## config.mk

```make
export PLATFORM = sky130hd
export DESIGN_NAME = control_unit
export DESIGN_NICKNAME = d
export VERILOG_FILES = /design/src/rtl/control_unit.sv
export SDC_FILE = /design/constraint.sdc
export NUM_CORES = 1
export LEC_CHECK = 0
export ABC_AREA = 1
export CAP_MARGIN = 15
export CORE_MARGIN = 3
export CORE_UTILIZATION = 26
export CTS_CLUSTER_DIAMETER = 40
export DETAILED_ROUTE_END_ITERATION = 8
export PLACE_DENSITY = 0.76
export SETUP_SLACK_MARGIN = 0.15
export SKIP_LAST_GASP = 1
export SYNTH_ARGS = -nofsm -noshare
export SYNTH_HDL_FRONTEND = slang
export SYNTH_SLANG_ARGS = --single-unit
```

## constraint.sdc

```tcl
create_clock -name Clk -period 1.3 [get_ports Clk]
set_clock_uncertainty 0.15 [all_clocks]
set_input_delay 0.26 -clock Clk [delete_from_list [all_inputs] [get_ports Clk]]
set_output_delay 0.26 -clock Clk [all_outputs]
set_load 0.02 [all_outputs]
```

## src/rtl/control_unit.sv

```systemverilog
// control_unit: Moore sequencer for the 16-bit processor datapath.
//
// Steps the datapath through fetch, decode and execute. The instruction word
// comes straight from the IR register in the datapath and is not latched here.
// The datapath only loads IR at the edge that ends Fetch, so IR is stable from
// Decode through to the end of execute.
//
// Ports
//   Clk         in   1   processor clock, rising-edge active
//   Reset       in   1   asynchronous, active-low; forces Init immediately
//   IR          in  16   [15:12] opcode, [11:8] A reg, [7:4] B reg,
//                        [11:4] data address, [3:0] dest/src reg
//   PC_clr      out  1   clear program counter
//   PC_up       out  1   increment program counter
//   IR_ld       out  1   load IR from instruction ROM
//   D_addr      out  8   data memory address
//   D_wr        out  1   data memory write enable
//   RF_s        out  1   register file write-data select (1 = memory, 0 = ALU)
//   RF_W_addr   out  4   register file write address
//   RF_W_en     out  1   register file write enable
//   RF_Ra_addr  out  4   register file port A read address
//   RF_Rb_addr  out  4   register file port B read address
//   ALU_s0      out  3   ALU function (000 pass A, 001 A+B, 010 A-B)
//   State       out  4   current state code
//   NextState   out  4   combinational next-state code
module control_unit (
  input  logic        Clk,
  input  logic        Reset,
  input  logic [15:0] IR,
  output logic        PC_clr,
  output logic        PC_up,
  output logic        IR_ld,
  output logic [7:0]  D_addr,
  output logic        D_wr,
  output logic        RF_s,
  output logic [3:0]  RF_W_addr,
  output logic        RF_W_en,
  output logic [3:0]  RF_Ra_addr,
  output logic [3:0]  RF_Rb_addr,
  output logic [2:0]  ALU_s0,
  output logic [3:0]  State,
  output logic [3:0]  NextState
);

  typedef enum logic [3:0] {
    StInit   = 4'd0,
    StFetch  = 4'd1,
    StDecode = 4'd2,
    StNoop   = 4'd3,
    StLoadA  = 4'd4,
    StLoadB  = 4'd5,
    StStore  = 4'd6,
    StAdd    = 4'd7,
    StSub    = 4'd8,
    StHalt   = 4'd9
  } state_e;

  localparam logic [3:0] OpLoad  = 4'b0001;
  localparam logic [3:0] OpStore = 4'b0010;
  localparam logic [3:0] OpAdd   = 4'b0011;
  localparam logic [3:0] OpSub   = 4'b0100;
  localparam logic [3:0] OpHalt  = 4'b0101;

  localparam logic [2:0] AluPass = 3'b000;
  localparam logic [2:0] AluAdd  = 3'b001;
  localparam logic [2:0] AluSub  = 3'b010;

  state_e     r_state;
  state_e     w_next;
  logic [3:0] w_opcode;
  logic [7:0] w_daddr;
  logic [3:0] w_ra_fld;
  logic [3:0] w_rb_fld;
  logic [3:0] w_rd_fld;

  assign w_opcode = IR[15:12];
  assign w_daddr  = IR[11:4];
  assign w_ra_fld = IR[11:8];
  assign w_rb_fld = IR[7:4];
  assign w_rd_fld = IR[3:0];

  // State register; the asynchronous clear also kills any write enable in
  // the same cycle because all outputs decode from r_state alone.
  always_ff @(posedge Clk or negedge Reset) begin
    if (!Reset) begin
      r_state <= StInit;
    end else begin
      r_state <= w_next;
    end
  end

  // Next-state logic
  always_comb begin
    w_next = StInit;
    case (r_state)
      StInit:   w_next = StFetch;
      StFetch:  w_next = StDecode;
      StDecode: begin
        case (w_opcode)
          OpLoad:  w_next = StLoadA;
          OpStore: w_next = StStore;
          OpAdd:   w_next = StAdd;
          OpSub:   w_next = StSub;
          OpHalt:  w_next = StHalt;
          default: w_next = StNoop;  // unused opcodes behave as NOOP
        endcase
      end
      StLoadA:  w_next = StLoadB;
      StLoadB,
      StStore,
      StAdd,
      StSub,
      StNoop:   w_next = StFetch;
      StHalt:   w_next = StHalt;
      default:  w_next = StInit;     // codes 10..15 recover to Init
    endcase
  end

  // Moore outputs: function of r_state and IR only
  always_comb begin
    PC_clr     = 1'b0;
    PC_up      = 1'b0;
    IR_ld      = 1'b0;
    D_addr     = 8'h00;
    D_wr       = 1'b0;
    RF_s       = 1'b0;
    RF_W_addr  = 4'h0;
    RF_W_en    = 1'b0;
    RF_Ra_addr = 4'h0;
    RF_Rb_addr = 4'h0;
    ALU_s0     = AluPass;
    case (r_state)
      StInit: PC_clr = 1'b1;
      StFetch: begin
        IR_ld = 1'b1;
        PC_up = 1'b1;
      end
      // Present the address during Decode so the synchronous RAM read has
      // already started by the time LoadA is reached.
      StDecode: D_addr = w_daddr;
      StLoadA: begin
        D_addr = w_daddr;
        RF_s   = 1'b1;
      end
      StLoadB: begin
        D_addr    = w_daddr;
        RF_s      = 1'b1;
        RF_W_addr = w_rd_fld;
        RF_W_en   = 1'b1;
      end
      StStore: begin
        D_addr     = w_daddr;
        RF_Ra_addr = w_rd_fld;
        D_wr       = 1'b1;
      end
      StAdd: begin
        RF_Ra_addr = w_ra_fld;
        RF_Rb_addr = w_rb_fld;
        RF_W_addr  = w_rd_fld;
        RF_W_en    = 1'b1;
        ALU_s0     = AluAdd;
      end
      StSub: begin
        RF_Ra_addr = w_ra_fld;
        RF_Rb_addr = w_rb_fld;
        RF_W_addr  = w_rd_fld;
        RF_W_en    = 1'b1;
        ALU_s0     = AluSub;
      end
      default: ;                     // Noop, Halt, unreachable: all zero
    endcase
  end

  assign State     = r_state;
  assign NextState = w_next;

endmodule

```

==> results of run 1 <==
-- timing repair --
item / in CTS
resized for setup: 233
setup buffers: 8
pin swaps: 18
endpoints found under the setup margin: 40
-- stage by stage --
| step | area (µm²) | utilization, % | setup WS [ns] | hold WS, ns | std cells |
|---|---|---|---|---|---|
| CTS | 1670 | 90.9 | -0.584 | 0.0706 | 202 |
| detailed placement | 1420 | 77.1 | -0.922 | 0.319 | 191 |
| global placement | 1420 | 77.1 | -0.867 | 0.321 | 191 |
| floorplan | 724 | - | -0.322 | -0.186 | 100 |
-- kinds of logic after synthesis --
logic type,after synthesis
AO/OA/AOI/OAI,16
buffers and inverters,29
flip-flops,4
other,1
AND/OR/NAND/NOR,50
-- cells in the mapped netlist --
| library cell | count |
|---|---|
| nand2_1 | 21 |
| buf_2 | 1 |
| a21oi_1 | 9 |
| o21ai_0 | 6 |
| nor3_4 | 1 |
| conb_1 | 1 |
| nor2_4 | 1 |
| nand3_2 | 1 |
| nand2_2 | 4 |
| inv_2 | 1 |
| nand3_1 | 5 |
| nor3_1 | 1 |
| nor2_2 | 2 |
| nor2_1 | 14 |
| buf_4 | 2 |
| inv_1 | 25 |
| dfrtp_1 | 4 |
| o211ai_1 | 1 |
==> results.py, run 1 <==
metrics = {
    "cts": {
        "clockBufferDepth": 2,
        "cts_sinks": 4,
        "cts_buffers": 3,
        "hold_buffers": 0,
        "clockRootBuffer": "clkbuf_4",
        "cts-htree-levels": 1,
    },
    "synth": {
        "synth_top_area_share_pct": 18.5,
        "synthMuxAreaShare_pct": 0,
        "yosysUniqueCellTypes": 18,
        "synthCells": 100,
        "synth_area_um2": 541,
        "synth_compound_area_share_pct": 15.3,
        "synthTopCellsByArea": "dfrtp_1, inv_1, nand2_1",
        "synth_fa_ha_area_share_pct": 0,
        "synth_top_family_by_area": "simple AND/OR/NAND/NOR gates",
        "synth_warnings": 0,
        "yosysSeqAreaShare_pct": 18.5,
        "avgSynthCellArea_um2": 5.41,
        "synth_largest_area_cell": "dfrtp_1",
        "synth-simple-area-share_pct": 43.7,
        "ys_ff_latch": 4,
        "synth-xor-area-share_pct": 0,
        "syn_nets": 118,
    },
    "die": {
        "ioPinCount": 55,
        "num_rows": 15,
        "die_w_um": 51.6,
        "start_util_pct": 29.4,
        "die_h_um": 51.6,
    },
    "outcome": {
        "stop_error": "[ERROR DPL-0033] detailed placement checks failed during check placement.",
        "stop_stage": "global routing (5_1_grt)",
        "status": "aborted with a tool error",
    },
    "sta": {
        "endpoint_type": "primary output",
        "postGrtWorstEndpoint": "RF_Rb_addr[2]",
    },
    "place": {
        "gp_congestion": 0.776,
        "io_buffers": 53,
        "dp_hpwl_um": 2060,
    },
    "global_routing": {
        "antenna_found_initial": 0,
        "grt_start_max_net_pins": 8,
    },
}
==> run 2, diff against run 1 <==
CORE_AREA = 3 3 64 66   (was unset)
CORE_MARGIN = unset   (was 3)
CORE_UTILIZATION = unset   (was 26)
CTS_CLUSTER_DIAMETER = unset   (was 40)
DIE_AREA = 0 0 67 69   (was unset)
PLACE_DENSITY = unset   (was 0.76)
PLACE_DENSITY_LB_ADDON = 0.15   (was unset)
SETUP_SLACK_MARGIN = unset   (was 0.15)
clock period = 1.7 ns   (was 1.3 ns; I/O delays follow)
==> results.py, run 2 <==
metrics = {
    "finish": {
        "nets": 198,
        "area_growth_pct": 203,
        "nFillCells": 389,
        "layout_common_cells": "buf_6, buf_4, inv_1",
        "diodes": 0,
        "layout_commonest_cell": "buf_6",
        "largest_reg_flops": 4,
        "post_layout_nonfiller_instances": 226,
        "drive_gt1_share_pct": 66.9,
        "fin_util_pct": 45.0,
        "final_area_mm2": 0.00164,
    },
    "drt": {
        "drt_iter0_drc": 8,
        "drt_pass1_iterations": 2,
        "drc": 0,
        "finalWirelength_um": 2440,
        "viasPerCell": 4.04,
        "wl_per_cell_um": 10.8,
        "antenna_left": 0,
        "via_count": 913,
    },
    "place": {
        "place_ws_ns": -0.713,
        "io_buffers": 53,
        "dp_hpwl_um": 1940,
        "detailed_place.area_mm2": 0.00134,
        "dp.cells": 215,
        "gp_congestion": 0.724,
    },
    "die": {
        "die_w_um": 67,
        "num_rows": 22,
        "start_util_pct": 14.9,
        "die_h_um": 69,
        "ioPinCount": 55,
        "die_area_mm2": 0.00462,
        "coreArea_mm2": 0.00363,
    },
    "synth": {
        "synthTopCellsByArea": "dfrtp_1, inv_1, nand2_1",
        "synth-async-reset-ratio_pct": 100,
        "synth_ff_type": "dfrtp_1",
        "synth-edff-count": 0,
        "synth_warnings": 0,
        "synth_area_um2": 541,
        "synth_top_area_share_pct": 18.5,
        "synth_commonest_cells": "inv_1, nand2_1, nor2_1, a21oi_1, o21ai_0",
        "synthCells": 100,
        "ys_ff_latch": 4,
        "yosysUniqueCellTypes": 18,
        "synth_largest_area_cell": "dfrtp_1",
        "avgSynthCellArea_um2": 5.41,
        "yosysMostFrequentCell": "inv_1",
        "syn_nets": 118,
        "yosysSeqAreaShare_pct": 18.5,
    },
    "sta": {
        "hold_ws_ns": 0.189,
        "finalSetupViolations": 33,
        "grt_setup_unrepaired": "yes",
        "setup_tns_ns": -5.75,
        "timing.fmax_ghz": 0.508,
        "period_needed_ns": 1.97,
        "drv_slew": 0,
        "finalCritPeriodShare_pct": 116,
        "setup_ws_ns": -0.270,
        "finalHoldViolCount": 0,
    },
    "worst_setup_path": {
        "cp-end-kind": "output port",
        "worst-path-buf-inv": 3,
        "worstReg2RegEnd": "State[0]$_DFF_PN0_",
        "r2r_setup_slack_ns": 0.28,
        "cpPeakStageDelay_ns": 0.42,
        "critPathSlowestCell": "dfrtp_2",
        "cp_max_fo": 8,
        "critical_path_class": "flop to output port",
        "reg2reg_depth": 9,
        "crit_top_cell": "nor2_4",
        "crit_path_start_kind": "flop",
        "crit_arrival_ns": 1.48,
        "path_delay_family": "simple AND/OR/NAND/NOR gates",
        "worstReg2RegStart": "State[2]$_DFF_PN0_",
        "required_ns": 1.21,
        "crit_chain": "buf_6 -> nor2_4 -> nand2_4 -> nand2_4 -> nor2_4 -> buf_12 -> nor2_4 -> buf_6",
    },
    "power_and_ir_drop": {
        "p_switching_mw": 1.00,
        "p_comb_share_pct": 82.1,
        "p_sw_share_pct": 46.7,
        "ir_drop_mv": 0.928,
        "power.share.sequential_pct": 8.7,
        "p_leak_nw": 0.831,
        "p_per_area_mw_per_mm2": 1310,
        "total_power_mw": 2.15,
        "p_clk_share_pct": 9.2,
        "p_int_mw": 1.14,
    },
    "cts": {
        "cts_tree": "built",
        "clkLatencyLatePin_ns": 0.22,
        "clkTransAtPathRegs_ns": 0.03,
        "clockBufferDepth": 2,
        "cts-htree-levels": 1,
        "hold_buffers": 0,
        "cts_buffers": 3,
        "clockRootBuffer": "clkbuf_8",
        "cts_sinks": 4,
    },
    "global_routing": {
        "track_usage_pct": 10.5,
        "antenna_found_initial": 0,
        "overflow": 0,
        "grt_pass1_wl_um": 3910,
        "grt_pass1_vias": 879,
        "grt_start_max_net_pins": 9,
    },
    "outcome": {
        "status": "finished with violations",
        "violations": "setup timing",
    },
    "run": {
        "drv_cap": 0,
    },
    "worst_hold_path": {
        "hold_path_class": "input pin to asynchronous set/reset pin",
    },
}
## run 2: cell counts after synthesis
No cell type changed its count.
## run 2: final cells by class
class	instances	area, µm²	area share (%)
clock buffer	3	41.3	2.52
inverter	26	105	6.42
multi-input combinational	67	556	33.9
sequential	4	105	6.42
tap	48	60.1	3.67
timing repair buffer	78	769	47.0
## run 2: worst max path at each step
stage,depth (start not counted),start,end
3_3_place_gp,5,IR[14],NextState[2]
2_1_floorplan,6,State[1]$_DFF_PN0_,D_addr[3]
3_5_place_dp,5,IR[14],NextState[2]
6_report,8,State[0]$_DFF_PN0_,D_addr[2]
5_1_grt,8,State[0]$_DFF_PN0_,D_addr[2]
4_1_cts,8,State[0]$_DFF_PN0_,D_addr[3]
## run 2: metal layers
layer | up-vias | global-route usage [%] | share of wire, %
met1 | 408 | 11.4 | 39
met4 | 0 | 4.05 | 1.2
met2 | 41 | 19.2 | 51
met5 | - | 0 | 0
met3 | 4 | 2.28 | 8.8
li1 | 460 | - | -
## run 2: power by group through the flow
| stage | clock network [mW] | logic (mW) | registers (mW) |
|---|---|---|---|
| floorplan | 0 | 0.648 | 0.238 |
| detailed placement | 0 | 1.38 | 0.173 |
| global placement | 0 | 1.38 | 0.170 |
| CTS | 0.201 | 1.58 | 0.182 |
| finish | 0.198 | 1.76 | 0.186 |
| global route | 0.209 | 1.89 | 0.192 |
## run 2: worst reg2reg max path, cell delays in order, from the launching register on
cell and delay (ns):
dfrtp_2 0.43, inv_4 0.10, buf_12 0.11, buf_6 0.10, a21oi_2 0.05, nand2_1 0.06
nand2_1 0.05, inv_1 0.07, nand2_2 0.06, buf_4 0.13
## run 2: kinds of logic after synthesis
family | share of synthesized area, %
compound gates | 15.3
other cells | 0.694
buf+inv | 21.8
flops | 18.5
simple gates | 43.7
## run 2: what timing repair did
| item | CTS | global route |
|---|---|---|
| gates cloned | 0 | 0 |
| pin swaps | 9 | 18 |
| setup buffers | 6 | 6 |
| gates resized for setup | 206 | 37 |
| endpoints found under the setup margin | 36 | 33 |
(Power assumes the default switching activity.)
